File: src/rtl/pipe_pkg.sv
// rtl/pipe_pkg.sv - shared pipeline-buffer types, count states and default field widths
package pipe_pkg;

    // Occupancy of a 2-entry skid buffer.
    typedef enum logic [1:0] {
        CNT_EMPTY = 2'd0,
        CNT_ONE   = 2'd1,
        CNT_FULL  = 2'd2
    } cnt_e;

    // Default field widths shared by the IF/ID, ID/EX and EX/MEM buffers.
    localparam int PC_W_DEF    = 12;
    localparam int INSTR_W_DEF = 32;
    localparam int ADDR_W_DEF  = 12;
    localparam int GO_N_DEF    = 2;

    // Instruction presented when a stage holds no valid entry (NOP).
    localparam logic [31:0] BUBBLE_INSTR_DEF = 32'h0000_0000;

endpackage

File: src/rtl/pipe_entry_reg.sv
// rtl/pipe_entry_reg.sv - payload register with load enable and synchronous clear-to-constant
// Ports: clk, rst_n (async active-low, resets to CLR_VAL), load (capture d),
//        clr (sync clear to CLR_VAL, wins over load), d (payload in), q (payload out).
module pipe_entry_reg #(
    parameter int           W       = 56,
    parameter logic [W-1:0] CLR_VAL = '0
) (
    input  logic         clk,
    input  logic         rst_n,
    input  logic         load,
    input  logic         clr,
    input  logic [W-1:0] d,
    output logic [W-1:0] q
);

    always_ff @(posedge clk or negedge rst_n) begin
        if (!rst_n) begin
            q <= CLR_VAL;
        end else if (clr) begin
            q <= CLR_VAL;
        end else if (load) begin
            q <= d;
        end
    end

endmodule

File: src/rtl/if_id_skid_buf.sv
// rtl/if_id_skid_buf.sv - IF->ID pipeline buffer with valid/ready handshake and 2-entry skid
// Ports: clk, rst_n (async active-low), go[GO_N] (all must be 1 to advance), flush (sync clear),
//        in_valid/in_ready/in_pc_4/in_instr/in_addr (fetch side),
//        out_valid/out_ready/out_pc_4/out_instr/out_addr (decode side).
// Optional macro IF_ID_SKID_PERF_EN adds perf_stall_cnt and perf_flush_cnt (16-bit, saturating).
module if_id_skid_buf
    import pipe_pkg::*;
#(
    parameter int                 PC_W         = PC_W_DEF,
    parameter int                 INSTR_W      = INSTR_W_DEF,
    parameter int                 ADDR_W       = ADDR_W_DEF,
    parameter int                 GO_N         = GO_N_DEF,
    parameter logic [INSTR_W-1:0] BUBBLE_INSTR = INSTR_W'(BUBBLE_INSTR_DEF)
) (
    input  logic               clk,
    input  logic               rst_n,
    input  logic [GO_N-1:0]    go,
    input  logic               flush,
    input  logic               in_valid,
    output logic               in_ready,
    input  logic [PC_W-1:0]    in_pc_4,
    input  logic [INSTR_W-1:0] in_instr,
    input  logic [ADDR_W-1:0]  in_addr,
    output logic               out_valid,
    input  logic               out_ready,
    output logic [PC_W-1:0]    out_pc_4,
    output logic [INSTR_W-1:0] out_instr,
    output logic [ADDR_W-1:0]  out_addr
`ifdef IF_ID_SKID_PERF_EN
    ,
    output logic [15:0]        perf_stall_cnt,
    output logic [15:0]        perf_flush_cnt
`endif
);

    localparam int                 ENTRY_W   = PC_W + INSTR_W + ADDR_W;
    localparam logic [ENTRY_W-1:0] ENTRY_CLR = {{PC_W{1'b0}}, BUBBLE_INSTR, {ADDR_W{1'b0}}};

    cnt_e               count_q;
    cnt_e               count_nxt;
    logic               go_all;
    logic               in_fire;
    logic               out_fire;
    logic               head_load;
    logic               head_clr;
    logic               head_from_skid;
    logic               skid_load;
    logic               skid_clr;
    logic [ENTRY_W-1:0] in_entry;
    logic [ENTRY_W-1:0] head_d;
    logic [ENTRY_W-1:0] head_q;
    logic [ENTRY_W-1:0] skid_q;

    assign go_all = &go;

    // in_ready looks only at registered occupancy, go and flush, so the
    // decode-side ready never reaches the fetch side combinationally.
    // rst_n is included so in_ready is low throughout reset.
    assign in_ready  = rst_n & go_all & (count_q != CNT_FULL) & ~flush;
    assign out_valid = go_all & (count_q != CNT_EMPTY);
    assign in_fire   = in_valid & in_ready;
    assign out_fire  = out_valid & out_ready;

    assign in_entry = {in_pc_4, in_instr, in_addr};
    assign head_d   = head_from_skid ? skid_q : in_entry;

    always_ff @(posedge clk or negedge rst_n) begin
        if (!rst_n) begin
            count_q <= CNT_EMPTY;
        end else begin
            count_q <= count_nxt;
        end
    end

    always_comb begin
        count_nxt      = count_q;
        head_load      = 1'b0;
        head_clr       = 1'b0;
        head_from_skid = 1'b0;
        skid_load      = 1'b0;
        skid_clr       = 1'b0;
        if (flush) begin
            count_nxt = CNT_EMPTY;
            head_clr  = 1'b1;
            skid_clr  = 1'b1;
        end else begin
            case (count_q)
                CNT_EMPTY: begin
                    if (in_fire) begin
                        count_nxt = CNT_ONE;
                        head_load = 1'b1;
                    end
                end
                CNT_ONE: begin
                    if (in_fire && !out_fire) begin
                        count_nxt = CNT_FULL;
                        skid_load = 1'b1;
                    end else if (in_fire && out_fire) begin
                        head_load = 1'b1;
                    end else if (out_fire) begin
                        // Clear head on draining so an empty stage shows the bubble.
                        count_nxt = CNT_EMPTY;
                        head_clr  = 1'b1;
                    end
                end
                CNT_FULL: begin
                    if (out_fire) begin
                        count_nxt      = CNT_ONE;
                        head_load      = 1'b1;
                        head_from_skid = 1'b1;
                    end
                end
                default: begin
                    count_nxt = CNT_EMPTY;
                    head_clr  = 1'b1;
                    skid_clr  = 1'b1;
                end
            endcase
        end
    end

    pipe_entry_reg #(
        .W       (ENTRY_W),
        .CLR_VAL (ENTRY_CLR)
    ) u_head (
        .clk   (clk),
        .rst_n (rst_n),
        .load  (head_load),
        .clr   (head_clr),
        .d     (head_d),
        .q     (head_q)
    );

    pipe_entry_reg #(
        .W       (ENTRY_W),
        .CLR_VAL (ENTRY_CLR)
    ) u_skid (
        .clk   (clk),
        .rst_n (rst_n),
        .load  (skid_load),
        .clr   (skid_clr),
        .d     (in_entry),
        .q     (skid_q)
    );

    assign {out_pc_4, out_instr, out_addr} = head_q;

`ifdef IF_ID_SKID_PERF_EN
    always_ff @(posedge clk or negedge rst_n) begin
        if (!rst_n) begin
            perf_stall_cnt <= 16'h0000;
            perf_flush_cnt <= 16'h0000;
        end else begin
            if (in_valid && !in_ready && perf_stall_cnt != 16'hFFFF) begin
                perf_stall_cnt <= perf_stall_cnt + 16'h0001;
            end
            if (flush && perf_flush_cnt != 16'hFFFF) begin
                perf_flush_cnt <= perf_flush_cnt + 16'h0001;
            end
        end
    end
`endif

endmodule

File: config.mk
export PLATFORM = sky130hd
export DESIGN_NAME = if_id_skid_buf
export DESIGN_NICKNAME = d
export VERILOG_FILES = /design/src/rtl/pipe_pkg.sv /design/src/rtl/pipe_entry_reg.sv /design/src/rtl/if_id_skid_buf.sv
export SDC_FILE = /design/constraint.sdc
export NUM_CORES = 1
export LEC_CHECK = 0
export CAP_MARGIN = 0
export CORE_AREA = 10 10 116 118
export CTS_CLUSTER_SIZE = 30
export DETAILED_ROUTE_END_ITERATION = 16
export DIE_AREA = 0 0 126 128
export PLACE_DENSITY = 0.75
export RECOVER_POWER = 100
export SETUP_SLACK_MARGIN = 0.2
export SLEW_MARGIN = 20
export SYNTH_ARGS = -nofsm -noshare
export SYNTH_HDL_FRONTEND = slang
export SYNTH_SLANG_ARGS = --single-unit
File: constraint.sdc
create_clock -name clk -period 1.6 [get_ports clk]
set_input_delay 0.32 -clock clk [delete_from_list [all_inputs] [get_ports clk]]
set_output_delay 0.32 -clock clk [all_outputs]
set_load 0.05 [all_outputs]
; ---- After elaboration in Yosys (flattened, before gate mapping)
; Index checks and enable logic that the tools add are counted.
[classes]
n_reduce_logical = 11
n_bitwise = 7
n_eq_ne = 7
n_mux = 29
[op_table]
columns = operator, count
row1 = 2-to-1 mux 56 bit, 5
row2 = 2-to-1 mux 1 bit, 15
row3 = 2-to-1 mux 2 bit, 6
row4 = "inequality test 4 bit, second input constant", 2
row5 = bitwise AND 1 bit, 6
row6 = "inequality test 3 bit, second input constant", 2
row7 = one-hot mux 2 bit (3 select lines), 1
row8 = nonzero test 2 bit, 3
row9 = AND reduction 4 bit, 1
row10 = one-hot mux 1 bit (3 select lines), 1
row11 = OR reduction 3 bit, 1
row12 = "equality test 2 x 1 -> 1 bit, second input constant", 1
row13 = "equality test 2 bit, second input constant", 1
row14 = logical AND 1 bit, 2
row15 = logical NOT 2 bit, 1
row16 = "inequality test 2 bit, second input constant", 1
row17 = one-hot mux 1 bit (2 select lines), 1
row18 = AND reduction 2 bit, 1
row19 = OR reduction 2 bit, 1
row20 = logical NOT 1 bit, 1
row21 = inverter 1 bit, 1
[totals]
input_bits = 63
output_inout_bits = 58
register_bits = 114
elab_cells = 57

; ---- Depth between registers and ports, before layout
[depth]
word_depth = 12
depth_mapped = 8
mapped_depth_nobuf = 4

; ---- Hierarchy
; A second synthesis with hierarchy kept.
[hier_totals]
hier_cells = 447
area_unflattened_um2 = 5490.3
[by_module_without_submodules]
columns = mod, area_each_um2, cells_per_inst, n_inst, seq_area_each_um2
row1 = pipe_entry_reg, 2294.7, 180, 2, 1401.3
row2 = if_id_skid_buf, 900.9, 87, 1, 50.0

; ---- Worst setup path before layout
; Ideal clock, no wire load.
[synth_timing]
path_kind = register to output
from = reg count_q[1]
to = out in_ready
t_arrival_ns = 2.324
slack_ns = -1.044
stages_incl_launch_ff = 4
required_ns = 1.280
n_path_buf = 1
cell_sequence = dfrtp_1 -> clkbuf_1 -> nor2b_1 -> nor4b_1
[synth_via]
elab_chain_cells = 3
[synth_rtl]
columns = element, line
row1 = start: declaration, if_id_skid_buf.sv:39  ; cnt_e count_q;
row2 = start signal: assignment, if_id_skid_buf.sv:71  ; count_q <= count_nxt;
row3 = inequality test 2 bit, if_id_skid_buf.sv:59  ; assign in_ready = rst_n & go_all & (count_q != CNT_FULL) & ~flush;
row4 = bitwise AND 1 bit (2 in a row), if_id_skid_buf.sv:59
row5 = end: declaration, if_id_skid_buf.sv:20  ; output logic in_ready,
; No other way between the ends.

; ---- Final worst setup path
[layout_timing]
from = reg count_q[0]
to = reg u_head.q[49]
[layout_via]
elab_chain_cells = 10
elab_cells_between_ends = 30
[layout_rtl]
columns = element, line
row1 = inequality test 2 bit, if_id_skid_buf.sv:59
row2 = bitwise AND 1 bit (2 in a row), if_id_skid_buf.sv:59
row3 = bitwise AND 1 bit, if_id_skid_buf.sv:61  ; assign in_fire = in_valid & in_ready;
row4 = logical AND 1 bit, if_id_skid_buf.sv:98  ; end else if (in_fire && out_fire) begin
row5 = 2-to-1 mux 1 bit, if_id_skid_buf.sv:98
row6 = 2-to-1 mux 1 bit, if_id_skid_buf.sv:95  ; if (in_fire && !out_fire) begin
row7 = one-hot mux 1 bit (3 select lines) / one-hot mux 1 bit (2 select lines) (equally long branches), if_id_skid_buf.sv:87  ; case (count_q)
row8 = 2-to-1 mux 1 bit, if_id_skid_buf.sv:82  ; if (flush) begin
row9 = nonzero test 2 bit (no source line) / 2-to-1 mux 56 bit (equally long branches), n/a
row10 = end signal: assignment, pipe_entry_reg.sv:18  ; q <= CLR_VAL;
row11 = end signal: assignment, pipe_entry_reg.sv:20  ; q <= CLR_VAL;
row12 = end signal: assignment, pipe_entry_reg.sv:22  ; q <= d;
row13 = end: declaration, pipe_entry_reg.sv:13  ; output logic [W-1:0] q
; Several ways; a longest one is shown, not always the timed one. The select of a mux whose other input is x is not followed.
; A chain may end at the register's enable or synchronous reset.

==> results by stage <==
Routing:
- In the final routing, the length of wire on met1 measures 7.136 mm.
- In this run the remaining antenna-violating nets after routing total 0.
- The detailed router used layers up to and including met4.
- The detailed-route wire length is 16.97 mm.
- After detailed routing, the met3 layer carries 1.195 mm of wire.
- The routed layout has 3993 vias.
- The number of vias per cell is 5.838.
- The first detailed-routing pass took 5 iterations.
- The final routed wire length divided by cell count is 24.80 um.
- In the detailed route, the total length drawn on met2 is 8.422 mm.
- In the routed design, unresolved DRC markers number 0.
- The first routing iteration left 337 violations.

Setup path:
- STA classifies the critical path endpoint as a register.
- The critical path runs through a total of 7 cells.
- The kind of cell with the highest combined delay on the critical path is compound AO/OA/AOI/OAI gates.
- The cell with the biggest individual delay on the critical path is sky130_fd_sc_hd__dfrtp_2.
- At the worst endpoint, the required time is 1910 ps.
- Data arrives at the worst endpoint at 2180 ps.
- Of all nets on the critical path, the largest fanout is 10.
- The number of cells on the worst reg-to-reg path is 7.
- The cell repeated most along the worst path is sky130_fd_sc_hd__buf_6.
- The worst setup path is of the reg2reg kind.
- Counting both buffers and inverters, the worst setup path holds a total of 4.
- The worst setup path is launched from a register.
- The largest single stage delay on the critical path is 440 ps.
- Walking the worst path, the cells encountered are buf_6 -> buf_6 -> o21a_1 -> a311oi_4 -> buf_6 -> buf_12 -> o2bb2ai_1.

Floorplanning:
- The top-level I/O count is 121.
- The die is 126 um wide.
- In this run the core area contains 39 standard-cell rows.
- The die covers 0.01613 sq mm.
- The core outline area is 0.01122 sq mm.
- Measured along the y axis, the die boundary spans 128 um.
- The initial core utilization is 0.4304.

Logic synthesis:
- Summing every instance area after synthesis gives 0.004831 sq mm.
- For this run, the register share of the synthesized area comes to 0.5905.
- Synthesis produced 350 cells.
- The register bit count reported by yosys is 114.
- The average cell area after synthesis is 13.80 sq um.
- The warning count from the yosys run is 0.
- The post-synth net total is 413.
- Counting distinct cell types in the post-synthesis netlist gives 32.

Cells and area:
- The filler-free cell count of the finished design is 684.
- Summing all multi-input logic gate instances after layout gives 0.002191 sq mm.
- The total number of nets in the final design is 592.
- The relative area change from synthesis to final layout is 66.05%.
- In the final layout, the share of cells above drive strength 1 is 0.4270.
- The count of inserted antenna diode cells is 0.
- At the end of the flow the core is filled with cells to 0.7147.
- Counting the fill cells in the layout gives 767.
- In the final layout, flip-flops and latches occupy 0.002855 sq mm.

Clocking:
- The tree is rooted in a sky130_fd_sc_hd__clkbuf_16.
- The number of sinks handled by clock tree synthesis is 114.
- No sink is reached through more buffers than the 2 on the longest clock path.
- Counting the buffers created by CTS gives 17.
- Clock latency on the worst-skew pair, taken at its later pin, is 400 ps.
- The CTS H-tree depth is 4.
- The CTS tree is yes.
- Clock-pin slew was measured on the worst setup and hold paths at 50 ps.

Global routing:
- The total overflow left after global routing is 0.
- Entering global routing, the biggest net connects 115 pins.
- The initial antenna violation count is 0.
- The wire length of the first global-routing pass is 25.02 mm.
- The number of global-route vias before repair is 4297.
- Across every metal layer, demand over resource in global routing totals 0.1936.

Hold path:
- The worst hold path belongs to the class in2async.

STA:
- The number of failing hold endpoints at the final stage was 0.
- Headroom to the max-slew limit came out at 0.2825.
- The slew at the pin closest to its max-slew limit is 1076 ps.
- For the finished layout, the period the worst path requires is 1871 ps.
- The achievable clock frequency is 534.4 MHz.
- Setup repair after global routing could not meet its margin everywhere.
- The count of final max-slew check failures is 0.
- The final clock period utilization by the worst path is 1.170.
- The least setup slack across all paths after layout is -271.3 ps.
- Final hold analysis gives a worst-case slack of 391.1 ps.
- Across the routed clock network, the largest skew measured is 9.165 ps.
- Setup violations remaining at the end of the flow were counted as 115.

Run status:
- The run finished, with violations left.
- The final reports fail on setup timing.

Placed design:
- The port buffer count is 120.
- The placer congestion estimate is 0.7929.
- The total placed cells including tap cells is 615.
- The placed wire-length estimate after detailed placement is 8.741 mm.

Power and ir drop:
- VDD sags by at most 0.9103 mV.
- The total power density per cell area is 994.1 mW/mm^2.
- For this design the static power due to leakage is 4.122 nW.

Flow run:
- Across the run, the number of max-cap violations was 0.
==> worst min-delay path, delay by kind of cell <==
family                 cells  cell delay, ps
buffers and inverters      3            1030
==> cell usage in the layout, fill, tap and decap left out, types with 2 or more instances in the layout <==
cell                              count
sky130_fd_sc_hd__dlygate4sd2_1        3
sky130_fd_sc_hd__nand2_1              5
sky130_fd_sc_hd__mux2i_1             53
sky130_fd_sc_hd__clkbuf_16           22
sky130_fd_sc_hd__clkbuf_2            56
sky130_fd_sc_hd__nand3_1              2
sky130_fd_sc_hd__nor2_1               2
sky130_fd_sc_hd__buf_12              17
sky130_fd_sc_hd__a21o_1               2
sky130_fd_sc_hd__a22o_1              56
sky130_fd_sc_hd__bufbuf_16            5
sky130_fd_sc_hd__buf_4               24
sky130_fd_sc_hd__clkdlybuf4s50_1     58
sky130_fd_sc_hd__clkbuf_8             5
sky130_fd_sc_hd__buf_6               15
sky130_fd_sc_hd__clkbuf_1             3
sky130_fd_sc_hd__o2bb2ai_2           48
sky130_fd_sc_hd__buf_16               9
sky130_fd_sc_hd__bufinv_16            5
sky130_fd_sc_hd__o31ai_2              2
sky130_fd_sc_hd__dfrtp_2              2
sky130_fd_sc_hd__mux2i_2              2
sky130_fd_sc_hd__o2bb2ai_1            6
sky130_fd_sc_hd__dfrtp_1            112
==> flip-flops by register name (all words and copies together), names as in the netlist <==
| name | flops |
|---|---|
| u_head.q | 56 |
| count_q | 2 |
| u_skid.q | 56 |
==> area by class of cell <==
type | count | share of cell area
repair buffers | 194 | 0.2642
clock buffers | 23 | 0.06208
flip-flops and latches | 114 | 0.3560
well taps | 143 | 0.02231
clock inverters | 8 | 0.02137
inverters | 2 | 0.0009359
multi-input cells | 200 | 0.2731
==> through the flow <==
stage	setup slack, ps	cell area, sq um	setup TNS, ps	total power [mW]
floorplan	-16.99	5035	-776.9	3.216
global placement	-445.7	6541	-44760	3.561
detailed placement	-496.2	6541	-47070	3.573
CTS	-225.0	7865	-18600	7.915
global route	-303.3	8021	-28800	8.201
finish	-271.3	8021	-20770	7.974
==> power breakdown <==
group          internal, mW  switching (mW)
logic                 0.365           0.387
clock network          2.97            1.33
registers              2.91          0.0186
==> final timing paths <==
check / startpoint / to / slack, ps
min: rst_n / u_skid.q[20] / 390
max: count_q[0] / u_head.q[49] / -270
min in group clk: u_head.q[45] / u_head.q[45] / 490
max reg2reg: count_q[0] / u_head.q[49] / -270
max in group asynchronous: rst_n / count_q[1] / 370
min reg2reg: u_head.q[45] / u_head.q[45] / 490
==> layer usage <==
metal  up-vias  global-route usage
met5         -                   0
li1       1740                   -
met2       194              0.3121
met3        21             0.05997
met4         0             0.04488
met1      2038              0.2494
==> kinds of logic after synthesis <==
family	synth area share
AOI/OAI and AO/OA	0.2240
xor gates and xnor gates	0.001813
buffers and inverters	0.04455
DFF	0.5905
muxes	0.1163
and+or+nand+nor	0.02280
==> Yosys cell counts <==
cell | instances | share of area
sky130_fd_sc_hd__a211o_1 | 2 | 0.0036
sky130_fd_sc_hd__buf_2 | 16 | 0.017
sky130_fd_sc_hd__o41ai_1 | 1 | 0.0018
sky130_fd_sc_hd__nor4_1 | 1 | 0.0013
sky130_fd_sc_hd__a311oi_2 | 1 | 0.0031
sky130_fd_sc_hd__clkbuf_1 | 7 | 0.0054
sky130_fd_sc_hd__dfrtp_1 | 114 | 0.59
sky130_fd_sc_hd__o21ai_0 | 1 | 0.0010
sky130_fd_sc_hd__xnor2_1 | 1 | 0.0018
sky130_fd_sc_hd__mux2_2 | 1 | 0.0023
sky130_fd_sc_hd__mux2i_1 | 55 | 0.11
sky130_fd_sc_hd__inv_1 | 2 | 0.0016
sky130_fd_sc_hd__buf_1 | 2 | 0.0016
sky130_fd_sc_hd__o31ai_1 | 2 | 0.0031
sky130_fd_sc_hd__nor4b_1 | 1 | 0.0018
sky130_fd_sc_hd__o2bb2ai_1 | 55 | 0.10
sky130_fd_sc_hd__nand2_1 | 6 | 0.0047
sky130_fd_sc_hd__a21o_1 | 2 | 0.0031
sky130_fd_sc_hd__nand3b_4 | 1 | 0.0041
sky130_fd_sc_hd__o21a_1 | 1 | 0.0016
sky130_fd_sc_hd__buf_4 | 2 | 0.0031
sky130_fd_sc_hd__nor2b_1 | 1 | 0.0013
sky130_fd_sc_hd__and3_1 | 1 | 0.0013
sky130_fd_sc_hd__a22o_1 | 56 | 0.10
sky130_fd_sc_hd__a221oi_1 | 1 | 0.0018
sky130_fd_sc_hd__o21bai_1 | 1 | 0.0016
sky130_fd_sc_hd__nor3b_2 | 1 | 0.0026
sky130_fd_sc_hd__buf_6 | 7 | 0.016
sky130_fd_sc_hd__a21oi_1 | 2 | 0.0021
sky130_fd_sc_hd__nand2_2 | 1 | 0.0013
sky130_fd_sc_hd__nor2_1 | 3 | 0.0023
sky130_fd_sc_hd__nand3_1 | 2 | 0.0021
==> timing repair <==
item,CTS,global route
gates resized for setup,42,33
pin swaps,5,7
buffers inserted,9,9
hold buffers,0,0
endpoints found under the setup margin,115,115
cloned,13,7
Power figures use the tool's default switching activity.
